==> src/rtl/matrix_uart_printer.sv <==
// Formats a latched matrix of 8-bit unsigned values as decimal ASCII text and
// streams it, one byte per start/busy handshake, to a shared UART transmitter.
module matrix_uart_printer #(
  parameter int MAX_DIM = 5
) (
  input  logic                         clk,
  input  logic                         rst_n,
  input  logic                         start,
  input  logic [MAX_DIM*MAX_DIM*8-1:0] matrix_flat,
  input  logic [2:0]                   dim_m,
  input  logic [2:0]                   dim_n,
  output logic                         busy,
  output logic                         done,
  output logic                         error,
  output logic [7:0]                   tx_data,
  output logic                         tx_start,
  input  logic                         tx_busy
);

  localparam int MW = MAX_DIM * MAX_DIM * 8;
  localparam logic [2:0] MAX_D = 3'(MAX_DIM);

  typedef enum logic [3:0] {
    S_IDLE  = 4'd0,
    S_LOAD  = 4'd1,
    S_FETCH = 4'd2,
    S_SEND  = 4'd3,
    S_HOLD  = 4'd4,
    S_WAIT  = 4'd5,
    S_NEXT  = 4'd6,
    S_DONE  = 4'd7,
    S_ERR   = 4'd8
  } state_t;

  state_t        state_r, next_state;
  logic [MW-1:0] mat_r;
  logic [2:0]    m_r, n_r;
  logic [2:0]    row_r, col_r, idx_r;
  logic [2:0]    row_s, col_s, idx_s;
  logic          busy_r, done_r, error_r, tx_start_r;
  logic [7:0]    tx_data_r;
  logic          busy_s, done_s, error_s, tx_start_s;
  logic [7:0]    tx_data_s;
  logic [7:0]    cur_v;
  logic          cur_last;

  function automatic logic [7:0] elem_at(input logic [MW-1:0] mat,
                                         input logic [2:0] r, input logic [2:0] c);
    logic [7:0] e;
    e = 8'h00;
    for (int i = 0; i < MAX_DIM * MAX_DIM; i++) begin
      if (i == int'(r) * MAX_DIM + int'(c)) begin
        e = mat[i*8 +: 8];
      end else begin
        e = e;
      end
    end
    return e;
  endfunction

  function automatic logic [1:0] num_digits(input logic [7:0] v);
    logic [1:0] nd;
    if (v >= 8'd100) begin
      nd = 2'd3;
    end else if (v >= 8'd10) begin
      nd = 2'd2;
    end else begin
      nd = 2'd1;
    end
    return nd;
  endfunction

  // Byte sequence of one element: significant digits, then a space or CR LF
  function automatic logic [7:0] seq_byte(input logic [7:0] v, input logic [2:0] idx,
                                          input logic last);
    logic [2:0] nd;
    logic [2:0] pos;
    logic [7:0] d;
    logic [7:0] b;
    nd  = {1'b0, num_digits(v)};
    pos = idx + 3'd3 - nd;
    case (pos)
      3'd0:    d = v / 8'd100;
      3'd1:    d = (v / 8'd10) % 8'd10;
      default: d = v % 8'd10;
    endcase
    if (idx < nd) begin
      b = 8'h30 + d;
    end else if (!last) begin
      b = 8'h20;
    end else if (idx == nd) begin
      b = 8'h0D;
    end else begin
      b = 8'h0A;
    end
    return b;
  endfunction

  function automatic logic [2:0] seq_len(input logic [7:0] v, input logic last);
    return {1'b0, num_digits(v)} + (last ? 3'd2 : 3'd1);
  endfunction

  assign cur_v    = elem_at(mat_r, row_r, col_r);
  assign cur_last = (col_r == n_r - 3'd1);

  // State register
  always_ff @(posedge clk or negedge rst_n) begin
    if (!rst_n) begin
      state_r <= S_IDLE;
    end else begin
      state_r <= next_state;
    end
  end

  // Next-state and byte-position selection
  always_comb begin
    next_state = state_r;
    row_s      = row_r;
    col_s      = col_r;
    idx_s      = idx_r;
    case (state_r)
      S_IDLE:  next_state = start ? S_LOAD : S_IDLE;
      S_LOAD: begin
        row_s = 3'd0;
        col_s = 3'd0;
        idx_s = 3'd0;
        if (dim_m == 3'd0 || dim_n == 3'd0 || dim_m > MAX_D || dim_n > MAX_D) begin
          next_state = S_ERR;
        end else begin
          next_state = S_FETCH;
        end
      end
      S_FETCH: next_state = S_SEND;
      S_SEND:  next_state = S_HOLD;
      S_HOLD:  next_state = S_WAIT;
      S_WAIT:  next_state = tx_busy ? S_WAIT : S_NEXT;
      S_NEXT: begin
        if (idx_r + 3'd1 < seq_len(cur_v, cur_last)) begin
          idx_s      = idx_r + 3'd1;
          next_state = S_SEND;
        end else if (!cur_last) begin
          idx_s      = 3'd0;
          col_s      = col_r + 3'd1;
          next_state = S_SEND;
        end else if (row_r != m_r - 3'd1) begin
          idx_s      = 3'd0;
          col_s      = 3'd0;
          row_s      = row_r + 3'd1;
          next_state = S_SEND;
        end else begin
          next_state = S_DONE;
        end
      end
      S_DONE:  next_state = S_IDLE;
      S_ERR:   next_state = S_IDLE;
      default: next_state = S_IDLE;
    endcase
  end

  // Job capture and element/byte counters
  always_ff @(posedge clk or negedge rst_n) begin
    if (!rst_n) begin
      mat_r <= '0;
      m_r   <= 3'd0;
      n_r   <= 3'd0;
      row_r <= 3'd0;
      col_r <= 3'd0;
      idx_r <= 3'd0;
    end else begin
      if (state_r == S_LOAD) begin
        mat_r <= matrix_flat;
        m_r   <= dim_m;
        n_r   <= dim_n;
      end else begin
        mat_r <= mat_r;
        m_r   <= m_r;
        n_r   <= n_r;
      end
      row_r <= row_s;
      col_r <= col_s;
      idx_r <= idx_s;
    end
  end

  // Outputs derived from the upcoming state so they line up with it once registered
  always_comb begin
    busy_s     = (next_state != S_IDLE);
    done_s     = (next_state == S_DONE);
    error_s    = (next_state == S_ERR);
    tx_start_s = (next_state == S_SEND);
    if (next_state == S_SEND) begin
      tx_data_s = seq_byte(elem_at(mat_r, row_s, col_s), idx_s, (col_s == n_r - 3'd1));
    end else begin
      tx_data_s = tx_data_r;
    end
  end

  // Output register
  always_ff @(posedge clk or negedge rst_n) begin
    if (!rst_n) begin
      busy_r     <= 1'b0;
      done_r     <= 1'b0;
      error_r    <= 1'b0;
      tx_start_r <= 1'b0;
      tx_data_r  <= 8'h00;
    end else begin
      busy_r     <= busy_s;
      done_r     <= done_s;
      error_r    <= error_s;
      tx_start_r <= tx_start_s;
      tx_data_r  <= tx_data_s;
    end
  end

  assign busy     = busy_r;
  assign done     = done_r;
  assign error    = error_r;
  assign tx_start = tx_start_r;
  assign tx_data  = tx_data_r;

endmodule

==> config.mk <==
export PLATFORM = sky130hd
export DESIGN_NAME = matrix_uart_printer
export DESIGN_NICKNAME = d
export VERILOG_FILES = /design/src/rtl/matrix_uart_printer.sv
export SDC_FILE = /design/constraint.sdc
export NUM_CORES = 1
export LEC_CHECK = 0
export CAP_MARGIN = 30
export CORE_MARGIN = 2
export CORE_UTILIZATION = 50
export DETAILED_ROUTE_END_ITERATION = 8
export HOLD_SLACK_MARGIN = 0.02
export PLACE_DENSITY = 0.76
export SLEW_MARGIN = 15
export SYNTH_ARGS = -nofsm -noshare
export SYNTH_HDL_FRONTEND = slang
export SYNTH_SLANG_ARGS = --single-unit
export TNS_END_PERCENT = 50
==> constraint.sdc <==
create_clock -name clk -period 20.4 [get_ports clk]
set_clock_uncertainty 0.05 [all_clocks]
set_input_delay 4.08 -clock clk [delete_from_list [all_inputs] [get_ports clk]]
set_output_delay 4.08 -clock clk [all_outputs]
set_load 0.02 [all_outputs]
==> impl_results.md <==
* Initial antenna violation count at 0
* Fin crit share at 0.848
* GP Congestion at 1.04
* Mapped cell area at around 15000 µm²
* Post-synthesis to final-layout area growth at 22.1%
* Number of global-route vias before repair at between 10000 and 15000
* CP required at between 20000 and 25000 ps
* Highest metal used: met4
* Ys async rst share at 1.00
* Distinct cells, synth at between 100 and 150
* Cells after Synth at around 1900
* Syn Nets at between 2000 and 2500
* YS warnings at 0
* GRT Total Usage at 0.366
* Fin Setup TNS at 0 ps
* Final nets at between 2000 and 2500
* Highest cell delay on the worst timing path at approximately 900 ps
* Rel. slew slack at 0.323
* Minimum clock period at between 15000 and 20000 ps
* Pin count of the biggest net entering global routing at 99
* Vias at 15655
* Post-DP HPWL at ~45000 µm
* RSZ-0062 raised after global routing: false
* Final setup margin at about 3100 ps
* Inserted Diodes at 0
* Post-synth EDFFs at 0
* Met3 wire len at about 5700 µm
* Die ar. at 32200 µm²
* Maxcap violations at 0
* Post-CTS setup buffers at 0
* 1st-iter DRT viols at between 1500 and 2000
* Critical-path top delay cell: a2111oi_0
* Post-cts sizing count at 0
* Largest family of logic cells by synthesized area: simple AND/OR/NAND/NOR gates
* Residual DRC count at 0
* Worst Tran Pin Value at 1010 ps
* Proportion of synthesized area in mux cells at 0.0607
* Min-delay worst type: reg2reg
* Worst skew pair latency at 570 ps
* Fillcell total at 2638
* Sequential fraction of the synthesis area at 0.376
* CTS sink cnt at roughly 230
* CTS max path bufs at 3
* Die height at 179 µm
* Die Wd at 179 µm
* Synth area leaders: dfrtp_1 (38%), nand2_1 (16%), ha_1 (3.2%)
* Routed WL at roughly 59000 µm
* First-pass GRT wire length at between 80000 and 90000 µm
* Critical path capture point type: flop
* Input/output buffers at approximately 220
* Most common cell in the netlist: nand2_1
* Share of layout cells above drive strength 1 at 0.0740
* Core Area at around 30000 µm²
* Syn avg cell area at a little over 8 µm²
* Area leader, netlist: dfrtp_1
* Via density at 6.29
* WL/cell at 23.8 µm
* XOR/XNOR Fraction of Synth Area at 0.0153
* Compound-Gate Fraction of Synth Area at 0.209
* Deepest level of the CTS H-tree at 1
* Most common library cells after synthesis: nand2_1 (671), dfrtp_1 (231), nor2_1 (108), o21ai_0 (72), clkbuf_1 (71)
* Met2 routed WL at 25400 µm
* Worst Path Class, Setup: reg2reg
* IO Pins at around 220
* Routed Antenna Nets at 0
* Top-area cell type share of the netlist area at 0.376
* Met1 Routed Length at between 20000 and 30000 µm
* Worst slack at placement at about 3700 ps
* Critical Path Most Common Cell: ha_1
* Achievable frequency at ~58 MHz
* Outcome: complete, no violations
* Yosys reg bits at 231
* Starting Density at 0.505
* Clk slew on worst S/H paths at ~60 ps
* Row count at 64
* Post-Synth Simple-Gate Area at 0.262
* TritonCTS clock tree: done
* Synth Area in Adders at 0.0344
* TritonRoute pass-1 iters at 8
* Primary FF master, synth: dfrtp_1
* Congestion Overflow GR at 0
* Setup Viol. Count Final at 0
* Hold buffers post-CTS at 0
* CP Launch Type: flop
* Critical path arrival at 17720 ps
* CTS Root Cell: clkbuf_16
* Pins Over Slew Limit at 0
* Final Hold Viols at 0
* TritonCTS buffer count at 25
* Crit path max fanout at 33
==> worst paths after layout <==
check | startpoint | endpoint | slack, ps | cells after the start
max | row_r[0]$_DFF_PN0_ | tx_data[5]$_DFFE_PN0P_ | 3110 | 68
min | mat_r[96]$_DFFE_PN0P_ | mat_r[96]$_DFFE_PN0P_ | 420 | 2
max in group asynchronous | rst_n | mat_r[187]$_DFFE_PN0P_ | 14910 | 4
min in group asynchronous | rst_n | mat_r[37]$_DFFE_PN0P_ | 3500 | 1
max reg2reg | row_r[0]$_DFF_PN0_ | tx_data[5]$_DFFE_PN0P_ | 3110 | 68
min reg2reg | mat_r[96]$_DFFE_PN0P_ | mat_r[96]$_DFFE_PN0P_ | 420 | 2
==> critical path, delay by kind of cell, from the launching register on <==
kind / cells / cell delay (ps)
mux: 1 / 440
flops: 1 / 460
simple gates: 20 / 4380
buf+inv: 6 / 980
fa+ha+maj: 13 / 3700
compound gates: 24 / 6020
xor+xnor: 4 / 1140
==> cell type report <==
type                       count  area [µm²]  area share
multi-input combinational   1519        8950       0.477
inverter                      46         173     0.00920
sequential                   231        5780       0.308
timing repair buffer         252        2470       0.132
clock inverter                14         196      0.0105
tap                          396         495      0.0264
clock buffer                  32         702      0.0374
==> routing by layer <==
metal  track usage  vias to the layer above
met1         0.536                     7568
li1              -                     7063
met4         0.120                        0
met5             0                        -
met3        0.0628                      144
met2         0.549                      880
==> cells by family (layout without fill, tap and decap cells) <==
logic type | count (synthesis) | in the layout
simple gates | 959 | 959
compound gates | 424 | 424
flops | 231 | 231
buf+inv | 156 | 344
mux | 69 | 69
fa+ha+maj | 41 | 41
xor+xnor | 26 | 26
==> through the flow <==
stage / util / std cells / hold slack, ps / area [µm²]
after floorplan: - / 1906 / 390 / 15400
after global placement: 0.586 / 2440 / 404 / 17800
after detailed placement: 0.586 / 2441 / 414 / 17800
after CTS: 0.615 / 2487 / 432 / 18700
after global routing: 0.617 / 2490 / 455 / 18800
final: 0.617 / 2490 / 425 / 18800
==> registers in the layout, indices dropped and copies added, names as in the netlist, 3 cells and up <==
signal   flops
m_r          3
tx_data      8
mat_r      200
row_r        3
idx_r        3
state_r      4
col_r        3
n_r          3
==> cells in the final DEF, fill, tap and decap left out, drive strengths merged, types with 37 or more instances in the layout <==
cell,count
inv,49
nand3,39
o21ai,82
mux2i,37
clkdlybuf4s50,220
nor2,109
nand2,671
a21oi,62
ha,39
dfrtp,231
Power is not shown: default switching activity piles up to over one toggle a cycle in this logic, so the estimate is an artifact.
